File: config.mk
export PLATFORM = sky130hd
export DESIGN_NAME = bram_arbiter
export DESIGN_NICKNAME = d
export VERILOG_FILES = /design/src/rtl/bram_arbiter.sv
export SDC_FILE = /design/constraint.sdc
export NUM_CORES = 1
export LEC_CHECK = 0
export BUFFER_PORTS_ARGS = -buffer_cell sky130_fd_sc_hd__buf_4
export CAP_MARGIN = 20
export CORE_AREA = 2 2 104 106
export DETAILED_ROUTE_END_ITERATION = 7
export DIE_AREA = 0 0 106 108
export PLACE_DENSITY_LB_ADDON = 0.1
export SETUP_SLACK_MARGIN = 0.2
export SLEW_MARGIN = 0
export SYNTH_ARGS = -nofsm -noshare
export SYNTH_HDL_FRONTEND = slang
export SYNTH_SLANG_ARGS = --single-unit
File: constraint.sdc
create_clock -name clk -period 5.85 [get_ports clk]
set_input_delay 0.585 -clock clk [delete_from_list [all_inputs] [get_ports clk]]
set_output_delay 0.585 -clock clk [all_outputs]
set_load 0.1 [all_outputs]
File: src/rtl/bram_arbiter.sv
// ---------------------------------------------------------------------------
// bram_arbiter
//   Shares the single 3-channel image BRAM between the SPI transfer side (com)
//   and the image-processing side (pdi). Whole bursts are granted round-robin,
//   a burst is capped at MAX_BURST accesses while the other side waits, one
//   turnaround cycle separates owners, and read data is routed back to the
//   side that issued the read even after ownership has moved on.
//
// Optional feature (macro BRAM_ARB_STATS_EN):
//   adds stats_clr input and com_cnt/pdi_cnt saturating access counters.
//
// Ports:
//   clk, rst            clock, synchronous active-high reset
//   com_* / pdi_*       requester side: req (held for burst), valid, we,
//                       addr, channel, wdata in; gnt, rvalid, rdata out
//   bram_addr/channel/we/wdata  drive to bram_controller
//   bram_rdata          read data from bram_controller
//   owner               00 none, 01 com, 10 pdi
//   stats_clr, com_cnt, pdi_cnt   (BRAM_ARB_STATS_EN only)
// ---------------------------------------------------------------------------
module bram_arbiter #(
    parameter int unsigned ADDR_W       = 17,
    parameter int unsigned DATA_W       = 8,
    parameter int unsigned READ_LATENCY = 1,
    parameter int unsigned MAX_BURST    = 256
) (
    input  logic              clk,
    input  logic              rst,

    input  logic              com_req,
    input  logic              com_valid,
    input  logic              com_we,
    input  logic [ADDR_W-1:0] com_addr,
    input  logic [1:0]        com_channel,
    input  logic [DATA_W-1:0] com_wdata,
    output logic              com_gnt,
    output logic              com_rvalid,
    output logic [DATA_W-1:0] com_rdata,

    input  logic              pdi_req,
    input  logic              pdi_valid,
    input  logic              pdi_we,
    input  logic [ADDR_W-1:0] pdi_addr,
    input  logic [1:0]        pdi_channel,
    input  logic [DATA_W-1:0] pdi_wdata,
    output logic              pdi_gnt,
    output logic              pdi_rvalid,
    output logic [DATA_W-1:0] pdi_rdata,

    output logic [ADDR_W-1:0] bram_addr,
    output logic [1:0]        bram_channel,
    output logic              bram_we,
    output logic [DATA_W-1:0] bram_wdata,
    input  logic [DATA_W-1:0] bram_rdata,

    output logic [1:0]        owner
`ifdef BRAM_ARB_STATS_EN
    ,
    input  logic              stats_clr,
    output logic [15:0]       com_cnt,
    output logic [15:0]       pdi_cnt
`endif
);

    localparam int unsigned CNT_W  = $clog2(MAX_BURST + 1);
    localparam int unsigned RL_W   = READ_LATENCY;
    localparam int unsigned RL_TOP = READ_LATENCY - 1;

    typedef enum logic [1:0] {
        IDLE    = 2'd0,
        OWN_COM = 2'd1,
        OWN_PDI = 2'd2,
        TURN    = 2'd3
    } state_t;

    state_t            state;
    state_t            state_nxt;
    logic              last_pdi;        // 1: pdi held the last grant
    logic              last_pdi_nxt;
    logic [CNT_W-1:0]  burst_cnt;
    logic [CNT_W-1:0]  burst_cnt_nxt;
    logic [CNT_W-1:0]  cnt_inc;

    logic              own_req;
    logic              own_valid;
    logic              other_req;

    logic              com_acc;
    logic              pdi_acc;
    logic              rd_acc;

    logic [RL_W-1:0]   rd_live;
    logic [RL_W-1:0]   rd_side;         // 1: tag belongs to pdi

    logic [ADDR_W-1:0] hold_addr;
    logic [1:0]        hold_channel;
    logic [DATA_W-1:0] hold_wdata;

    logic [DATA_W-1:0] com_rdata_q;
    logic [DATA_W-1:0] pdi_rdata_q;

    // A granted cycle with valid high is exactly one BRAM access.
    assign com_acc = com_gnt & com_valid;
    assign pdi_acc = pdi_gnt & pdi_valid;
    assign rd_acc  = (com_acc & ~com_we) | (pdi_acc & ~pdi_we);

    // Next-state, round-robin arbitration and burst accounting.
    always_comb begin
        state_nxt     = state;
        last_pdi_nxt  = last_pdi;
        burst_cnt_nxt = burst_cnt;
        cnt_inc       = burst_cnt + CNT_W'(1);
        own_req       = 1'b0;
        own_valid     = 1'b0;
        other_req     = 1'b0;

        case (state)
            IDLE: begin
                // On a tie the side that did not own last wins.
                if (com_req && (!pdi_req || last_pdi)) begin
                    state_nxt = OWN_COM;
                end else if (pdi_req) begin
                    state_nxt = OWN_PDI;
                end
            end

            OWN_COM, OWN_PDI: begin
                own_req   = (state == OWN_PDI) ? pdi_req   : com_req;
                own_valid = (state == OWN_PDI) ? pdi_valid : com_valid;
                other_req = (state == OWN_PDI) ? com_req   : pdi_req;

                if (own_valid) begin
                    burst_cnt_nxt = cnt_inc;
                end

                if (!own_req) begin
                    state_nxt     = TURN;
                    last_pdi_nxt  = (state == OWN_PDI);
                    burst_cnt_nxt = '0;
                end else if (own_valid && (cnt_inc == CNT_W'(MAX_BURST))) begin
                    // Burst limit reached: yield only if the other side waits.
                    burst_cnt_nxt = '0;
                    if (other_req) begin
                        state_nxt    = TURN;
                        last_pdi_nxt = (state == OWN_PDI);
                    end
                end
            end

            TURN: begin
                state_nxt = IDLE;
            end

            default: begin
                state_nxt = IDLE;
            end
        endcase
    end

    // State register; grants and owner are registered from the next state.
    always_ff @(posedge clk) begin
        if (rst) begin
            state     <= IDLE;
            last_pdi  <= 1'b1;
            burst_cnt <= '0;
            com_gnt   <= 1'b0;
            pdi_gnt   <= 1'b0;
            owner     <= 2'b00;
        end else begin
            state     <= state_nxt;
            last_pdi  <= last_pdi_nxt;
            burst_cnt <= burst_cnt_nxt;
            com_gnt   <= (state_nxt == OWN_COM);
            pdi_gnt   <= (state_nxt == OWN_PDI);
            owner     <= {state_nxt == OWN_PDI, state_nxt == OWN_COM};
        end
    end

    // BRAM drive follows the current owner; with no owner the last values hold.
    always_comb begin
        bram_addr    = hold_addr;
        bram_channel = hold_channel;
        bram_wdata   = hold_wdata;
        if (com_gnt) begin
            bram_addr    = com_addr;
            bram_channel = com_channel;
            bram_wdata   = com_wdata;
        end else if (pdi_gnt) begin
            bram_addr    = pdi_addr;
            bram_channel = pdi_channel;
            bram_wdata   = pdi_wdata;
        end
    end

    assign bram_we = (com_acc & com_we) | (pdi_acc & pdi_we);

    // Remember the last owned drive values for the unowned cycles.
    always_ff @(posedge clk) begin
        if (rst) begin
            hold_addr    <= '0;
            hold_channel <= '0;
            hold_wdata   <= '0;
        end else if (com_gnt || pdi_gnt) begin
            hold_addr    <= bram_addr;
            hold_channel <= bram_channel;
            hold_wdata   <= bram_wdata;
        end
    end

    // Read-return tag pipe; bit 0 is the newest access, bit RL_TOP lines up
    // with the BRAM data. Tags are independent of later grant changes.
    always_ff @(posedge clk) begin
        if (rst) begin
            rd_live <= '0;
            rd_side <= '0;
        end else begin
            rd_live <= RL_W'({rd_live, rd_acc});
            rd_side <= RL_W'({rd_side, pdi_acc});
        end
    end

    assign com_rvalid = rd_live[RL_TOP] & ~rd_side[RL_TOP];
    assign pdi_rvalid = rd_live[RL_TOP] &  rd_side[RL_TOP];

    // rdata passes BRAM data in the rvalid cycle and holds otherwise.
    assign com_rdata = com_rvalid ? bram_rdata : com_rdata_q;
    assign pdi_rdata = pdi_rvalid ? bram_rdata : pdi_rdata_q;

    always_ff @(posedge clk) begin
        if (rst) begin
            com_rdata_q <= '0;
            pdi_rdata_q <= '0;
        end else begin
            com_rdata_q <= com_rdata;
            pdi_rdata_q <= pdi_rdata;
        end
    end

`ifdef BRAM_ARB_STATS_EN
    // Saturating granted-access counters; clear beats a same-cycle increment.
    always_ff @(posedge clk) begin
        if (rst || stats_clr) begin
            com_cnt <= '0;
            pdi_cnt <= '0;
        end else begin
            if (com_acc && (com_cnt != 16'hFFFF)) begin
                com_cnt <= com_cnt + 16'd1;
            end
            if (pdi_acc && (pdi_cnt != 16'hFFFF)) begin
                pdi_cnt <= pdi_cnt + 16'd1;
            end
        end
    end
`endif

endmodule

-- After elaboration in Yosys (flattened, before gate mapping)
Cells that the tools add are included.
- register bits after elaboration: 61
- $add $sub $neg: 1
- equality and inequality tests: 9
- multiplexer cells: 23
- bitwise operators: 13
- reductions and logical operators: 9
- operator list (kind ; number):
    $mux 17 ; 2
    $mux 8 ; 4
    $mux 9 ; 3
    $mux 2 ; 7
    $add 9x1->9 const B ; 1
    $eq 9x9->1 const B ; 1
    $and 1x1->1 ; 8
    $eq 2x2->1 const B ; 3
    $mux 1 ; 6
    $pmux 2 s3 ; 1
    $eq 2x1->1 const B ; 2
    $ne 2x1->1 const B ; 2
    $ne 3x1->1 const B ; 1
    $not 1->1 ; 3
    $reduce_and 3->1 ; 1
    $logic_and 1x1->1 ; 2
    $logic_not 2->1 ; 1
    $logic_or 1x1->1 ; 2
    $or 1x1->1 ; 2
    $reduce_and 2->1 ; 1
    $reduce_or 2->1 ; 1
    $logic_not 1->1 ; 1

-- Logic depth before layout (Yosys ltp)
Gate-level depths: netlist (run 1).
- word-level depth: 7
- mapped depth: 9

-- Least setup slack after synthesis (run 1)
No wires, ideal clock.
- path kind: register -> output
- start: reg pdi_gnt
- end: out bram_addr[16]
- arrival time: 3909 ps
- required time: 5265 ps
- path slack: 1356 ps
- cell stages (with the launch flop): 5
- buffers on the path: 2
- path through: dfxtp_1 buf_2 buf_2 mux2i_1 o21ai_0
- cells in the longest elaborated chain, start to end: 2
- ends and longest elaborated chain (what ; RTL line ; RTL):
    start, declared ; 46 ; output logic pdi_gnt,
    start signal, assigned ; 174 ; pdi_gnt <= (state_nxt == OWN_PDI);
    $mux 17 ; 188 ; end else if (pdi_gnt) begin
    $mux 17 ; 184 ; if (com_gnt) begin
    end, declared ; 50 ; output logic [ADDR_W-1:0] bram_addr,
No other way between the ends.

-- Final worst setup path (run 1)
- start: reg pdi_gnt
- end: out bram_addr[8]
Same word-level chain as after synthesis.

==> out/metrics.yaml, run 1 <==
placement:
  dpl_cell_area_mm2: 0.00401
  place_hpwl_um: 5930
  io_buffers: 119
  routabilityCongestion: 0.804
synth:
  syn_nets: 418
  syn_area_mm2: 0.00306
  ys_types: 45
  yosysTopAreaCell: "dfxtp_1"
  synth.area.top_cells: "dfxtp_1 (39%), mux2i_1 (9.2%), o211a_1 (9.2%)"
  synth_edf_count: 0
  synth_ff_type: "dfxtp_1"
  yosysSeqAreaShare: 0.386
  ys_warn_count: 0
  synth_most_common_cell: "dfxtp_1"
  synthTopCellsByCount: "dfxtp_1 (59), nand2_1 (43), o21ai_0 (38)"
  netlist.area_leader.share: 0.386
  syn_avg_cell_area_um2: 8.89
  synthesis.instances: 344
  async_reset_ff_frac: 0
  ys_ff_latch: 59
pwr:
  total_power_mw: 1.25
  ir_worst_vdd_v: 0.000191
  p_leak_nw: 2.11
  powerDensity_mw_per_mm2: 298
drt:
  routed_wl_um: 8630
  drt_iter0_drc: 171
  dr.pass1.iters: 5
  avgViaCountPerCell: 4.90
  drc: 0
  ant_nets: 0
  wl_per_cell_um: 14.7
  vias: 2877
die:
  io-pin-count: 120
  core.rowCount: 37
  die_w_um: 106
  core_area_mm2: 0.0102
  fp.dieH_um: 108
  initial_core_util: 0.299
  dieArea_mm2: 0.0114
cells_and_area:
  drive_gt1_frac: 0.346
  nFillCells: 1073
  num_antenna_cells: 0
  fin_nets: 522
  final_area_mm2: 0.00420
  multi_input_area_mm2: 0.00173
  register_area_mm2: 0.00118
  syn_to_final_growth_pct: 37.3
  utilization: 0.411
clocking:
  clkLatencyLatePin_ns: 0.32
  numCtsBuffers: 9
  clock_sinks: 59
  cts_setup_buffers: 0
  holdBufCountCts: 0
  cts_tree: "yes"
  max-clock-path-buffers: 2
  ctsResizeCount: 0
  cts_root_buffer: "clkbuf_8"
  h-tree-depth: 3
  clkSlewWorstSetupHoldPaths_ns: 0.06
global_route:
  grt_max_degree: 60
  overflow: 0
  grt_pass1_vias: 2652
  grt_first_pass_wirelength_um: 13400
  antenna_found_initial: 0
  grtUsageTotal: 0.149
sta:
  clock_skew_ns: 0.00505
  max_freq_mhz: 353
  rsz0062_at_grt: "no"
  period_share: 0.484
  slew_violations: 0
  setup_tns_ns: 0
  hold_ws_ns: 0.495
  timing.final.hold_violations: 0
  worstMarginPinSlew_ns: 1.08
  fin_crit_ns: 2.83
  relSlewSlack: 0.258
  setup_violations: 0
setup_path:
  crit_fanout: 32
  endpoint_kind: "output pin"
  critPathKind: "flop to output pin"
  required_ns: 5.27
  r2r_slack_ns: 3.10
  startpoint_type: "flop"
  worst_ep_arrival_time_ns: 2.24
run_status:
  status: "completed"
min_path:
  min-delay-path-class: "flop to flop"
run:
  drv_cap: 0
[worst max-delay path, stage by stage (launching register included)]
cell     delay [ns]
dfxtp_2        1.01
mux2i_1        0.16
o21ai_0        0.36
buf_4          0.37
[per-stage QoR]
stage	std cells	setup WS, ns
after global placement	573	3.25
final	587	3.02
after floorplan	344	1.36
after detailed placement	573	3.15
after global routing	587	2.86
after CTS	587	2.95
[sequential cells by signal (all words and copies together), names as in the netlist]
signal / flops
hold_channel: 2
hold_addr: 17
burst_cnt: 9
pdi_gnt: 1
state: 2
com_rdata_q: 8
owner: 1
pdi_rdata_q: 8
rd_side: 1
last_pdi: 1
rd_live: 1
hold_wdata: 8
[final timing paths]
path             endpoint  depth (start not counted)    startpoint
min reg2reg  hold_addr[7]                          1  hold_addr[7]
max          bram_addr[8]                          3       pdi_gnt
max reg2reg  burst_cnt[6]                          7      state[0]
min          hold_addr[7]                          1  hold_addr[7]
[cells by family after synthesis]
group                    count (synthesis)  synth area share
XOR/XNOR                                 1           0.00286
adder cells (fa/ha/maj)                  4            0.0164
multiplexers                            45             0.154
AND/OR/NAND/NOR                        106             0.175
flip-flops                              59             0.386
AO/OA/AOI/OAI                           93             0.216
buffers and inverters                   36            0.0499
[layout by cell type, fill, tap and decap left out, drive strengths merged, types with 10 or more instances in the layout]
cell type  synthesis  final
nand2             43     43
a21oi             10     10
o211a             28     28
dfxtp             59     59
clkbuf            19     13
o21ai             39     39
mux2i             28     28
mux2              17     17
buf                8    120
nor2              10     10
and2              17     17
[area by class of cell]
cell class                 count  area share
multi-input combinational    249       0.411
sequential                    59       0.282
timing repair buffer         120       0.214
clock buffer                  13      0.0426
tap                          136      0.0405
inverter                       9     0.00804
clock inverter                 1     0.00179
[per-layer routing]
layer / up-vias / share of wire / GRT usage
met4: 0 / 0.0099 / 0.0479
met1: 1340 / 0.45 / 0.188
met3: 7 / 0.047 / 0.0307
li1: 1447 / - / -
met5: - / 0 / 0
met2: 83 / 0.49 / 0.253
[power by group]
part           internal (mW)  leakage, nW  switching, mW
Sequential             0.414        0.477         0.0333
Clock                  0.196       0.0936          0.152
Combinational          0.114         1.54          0.343
No activity file was read; power rests on OpenSTA's default activity.
==> run 2: changes to the inputs <==
clock period = 2.7 ns   (was 5.85 ns; I/O delays follow)
==> run 2 against run 1 <==
  * Worst hold slack worse by 0.24 ns
  * Count of clock-buffer cells in the layout down 3
  * Flip-flop and latch count unchanged
  * Routed wire length down 6.2%
  * Clock skew up 0.0037 ns
  * Final area up 7.8%
  * Clock power rose to 2.6 times the previous value
  * Power up 140%
  * First-iteration DRC count down 35%
  * Sequential share of layout area down 2.0 points
  * Via count up 1.7%
==> out/metrics.yaml, run 2 (same netlist as run 1, synthesis figures left out) <==
min_path:
  min-delay-path-class: "input port to flop"  # was flop to flop
  whs_path_depth: 3  # was 1
sta:
  relSlewSlack: 0.598  # was 0.258
  max_freq_mhz: 455
  fin_crit_ns: 2.20
  setup_tns_ns: 0  # unchanged
  slew_violations: 0  # unchanged
  worstMarginPinSlew_ns: 0.598  # was 1.08 ns
  setup_ws_ns: 0.504  # was 3.02 ns
  setup_violations: 0  # unchanged
  clock_skew_ns: 0.00880  # was 0.00505 ns
  rsz0062_at_grt: "no"  # unchanged
  timing.final.hold_violations: 0  # unchanged
  hold_ws_ns: 0.259  # was 0.495 ns
  period_share: 0.813
setup_path:
  rr_worst_depth: 7  # unchanged
  worst_ep_arrival_time_ns: 1.93  # was 2.24 ns
  crit_fanout: 33  # was 32
  crit_chain: "buf_4 -> nand2_1 -> o21ai_4 -> buf_4"  # was mux2i_1 -> o21ai_0 -> buf_4
  cp_slowest_stage_delay_ns: 0.70  # was 1.01 ns
  startpoint_type: "flop"  # unchanged
  slowest_stage: "dfxtp_4"  # was dfxtp_2
  critPathKind: "flop to output pin"  # unchanged
  endpoint_kind: "output pin"  # unchanged
  required_ns: 2.43  # was 5.27 ns
  cp_common_cell: "buf_4"
clocking:
  clkSlewWorstSetupHoldPaths_ns: 0.07  # was 0.06 ns
  h-tree-depth: 3  # unchanged
  clkLatencyLatePin_ns: 0.34  # was 0.32 ns
  cts_setup_buffers: 0  # unchanged
  ctsResizeCount: 0  # unchanged
  numCtsBuffers: 9  # unchanged
  cts_root_buffer: "clkbuf_8"  # unchanged
  holdBufCountCts: 0  # unchanged
  cts_tree: "yes"  # unchanged
  clock_sinks: 59  # unchanged
  max-clock-path-buffers: 2  # unchanged
die:
  core.rowCount: 37  # unchanged
  io-pin-count: 120  # unchanged
  core_area_mm2: 0.0102  # unchanged
  dieArea_mm2: 0.0114  # unchanged
  die_w_um: 106  # unchanged
  fp.dieH_um: 108  # unchanged
  initial_core_util: 0.299  # unchanged
cells_and_area:
  final_cell_mix: "buf_4 (125), dfxtp_1 (57), nand2_1 (43), mux2i_1 (28), o211a_1 (28)"  # was buf_4 (120), dfxtp_1 (57), nand2_1 (43), o21ai_0 (38)
  largest_register: "hold_addr"  # unchanged
  drive_gt1_frac: 0.414  # was 0.346
  num_antenna_cells: 0  # unchanged
  utilization: 0.443  # was 0.411
  final_common_cell: "buf_4"  # unchanged
  stdcell_count: 595  # was 587
  fin_nets: 528  # was 522
  reg.largest.list: "hold_addr x17, burst_cnt x9"  # unchanged
  syn_to_final_growth_pct: 48.0  # was 37.3%
  largest_reg_flops: 17  # unchanged
pwr:
  ir_worst_vdd_v: 0.000295  # was 0.000191 V
  p_leak_nw: 2.23  # was 2.11 nW
  powerDensity_mw_per_mm2: 652  # was 298 mW/mm2
drt:
  wl_per_cell_um: 13.6  # was 14.7 um
  ant_nets: 0  # unchanged
  vias: 2927  # was 2877
  drc: 0  # unchanged
  dr.pass1.iters: 4  # was 5
  routed_wl_um: 8090  # was 8630 um
  drt_iter0_drc: 111  # was 171
  avgViaCountPerCell: 4.92  # was 4.90
placement:
  place_hpwl_um: 5840  # was 5930 um
  place_ws_ns: 0.573  # was 3.15 ns
  routabilityCongestion: 0.838  # was 0.804
  dp.cells: 579  # was 573
  io_buffers: 119  # unchanged
global_route:
  overflow: 0  # unchanged
  grtUsageTotal: 0.144  # was 0.149
  grt_first_pass_wirelength_um: 13200  # was 13400 um
  grt_max_degree: 34  # was 60
  antenna_found_initial: 0  # unchanged
  grt_pass1_vias: 2815  # was 2652
run_status:
  status: "completed"  # unchanged
run:
  drv_cap: 0  # unchanged
run 2: cell count changes in the layout (fill, tap and decap cells not counted):
cell	delta
clkbuf_1	+1
o21ai_0	-27
clkinv_2	+1
dfxtp_4	+1
o21ai_4	+18
bufinv_16	+2
clkbuf_8	-4
o21ai_2	+9
buf_4	+5
buf_12	+1
clkinv_4	+2
dfxtp_2	-1
run 2: worst paths after layout:
| check | start | slack [ns] | end |
|---|---|---|---|
| setup / recovery | owner[0] | 0.50 | bram_addr[5] |
| hold / removal | pdi_valid | 0.26 | rd_side |
| setup reg to reg | burst_cnt[0] | 0.57 | pdi_gnt |
| hold reg to reg | hold_wdata[2] | 0.50 | hold_wdata[2] |
run 2: stage by stage:
| step | power, mW | instance area, um2 |
|---|---|---|
| 6_report | 2.95 | 4530 |
| 5_1_grt | 3.09 | 4530 |
| 3_3_place_gp | 2.09 | 4310 |
| 4_1_cts | 3.00 | 4530 |
| 3_5_place_dp | 2.09 | 4310 |
| 2_1_floorplan | 1.82 | 3300 |
run 2: per-layer routing:
metal / GRT usage / vias up / routed length [um] / share of wire
li1: - / 1467 / - / -
met1: 0.169 / 1358 / 3480 / 0.43
met2: 0.234 / 89 / 3720 / 0.46
met3: 0.0651 / 13 / 742 / 0.092
met4: 0.0489 / 0 / 149 / 0.018
met5: 0 / - / 0 / 0
run 2: final cells by class:
| type | instances | area [um2] |
|---|---|---|
| Clock buffer | 10 | 128 |
| Sequential cell | 59 | 1190 |
| Fill cell | 1020 | 5700 |
| Timing Repair Buffer | 126 | 958 |
| Tap cell | 136 | 170 |
| Inverter | 9 | 33.8 |
| Multi-Input combinational cell | 249 | 1960 |
| Clock inverter | 6 | 90.1 |
run 2: power by group:
part	leakage [nW]	internal [mW]	switching (mW)
logic	1.64	0.297	0.815
registers	0.477	0.896	0.0547
clock network	0.106	0.521	0.367
run 2: critical path: cells and delay by family, from the launching register on:
family	cells	cell delay, ns
AND/OR/NAND/NOR	1	0.13
flip-flops	1	0.70
buffers and inverters	2	0.64
AO/OA/AOI/OAI	1	0.08
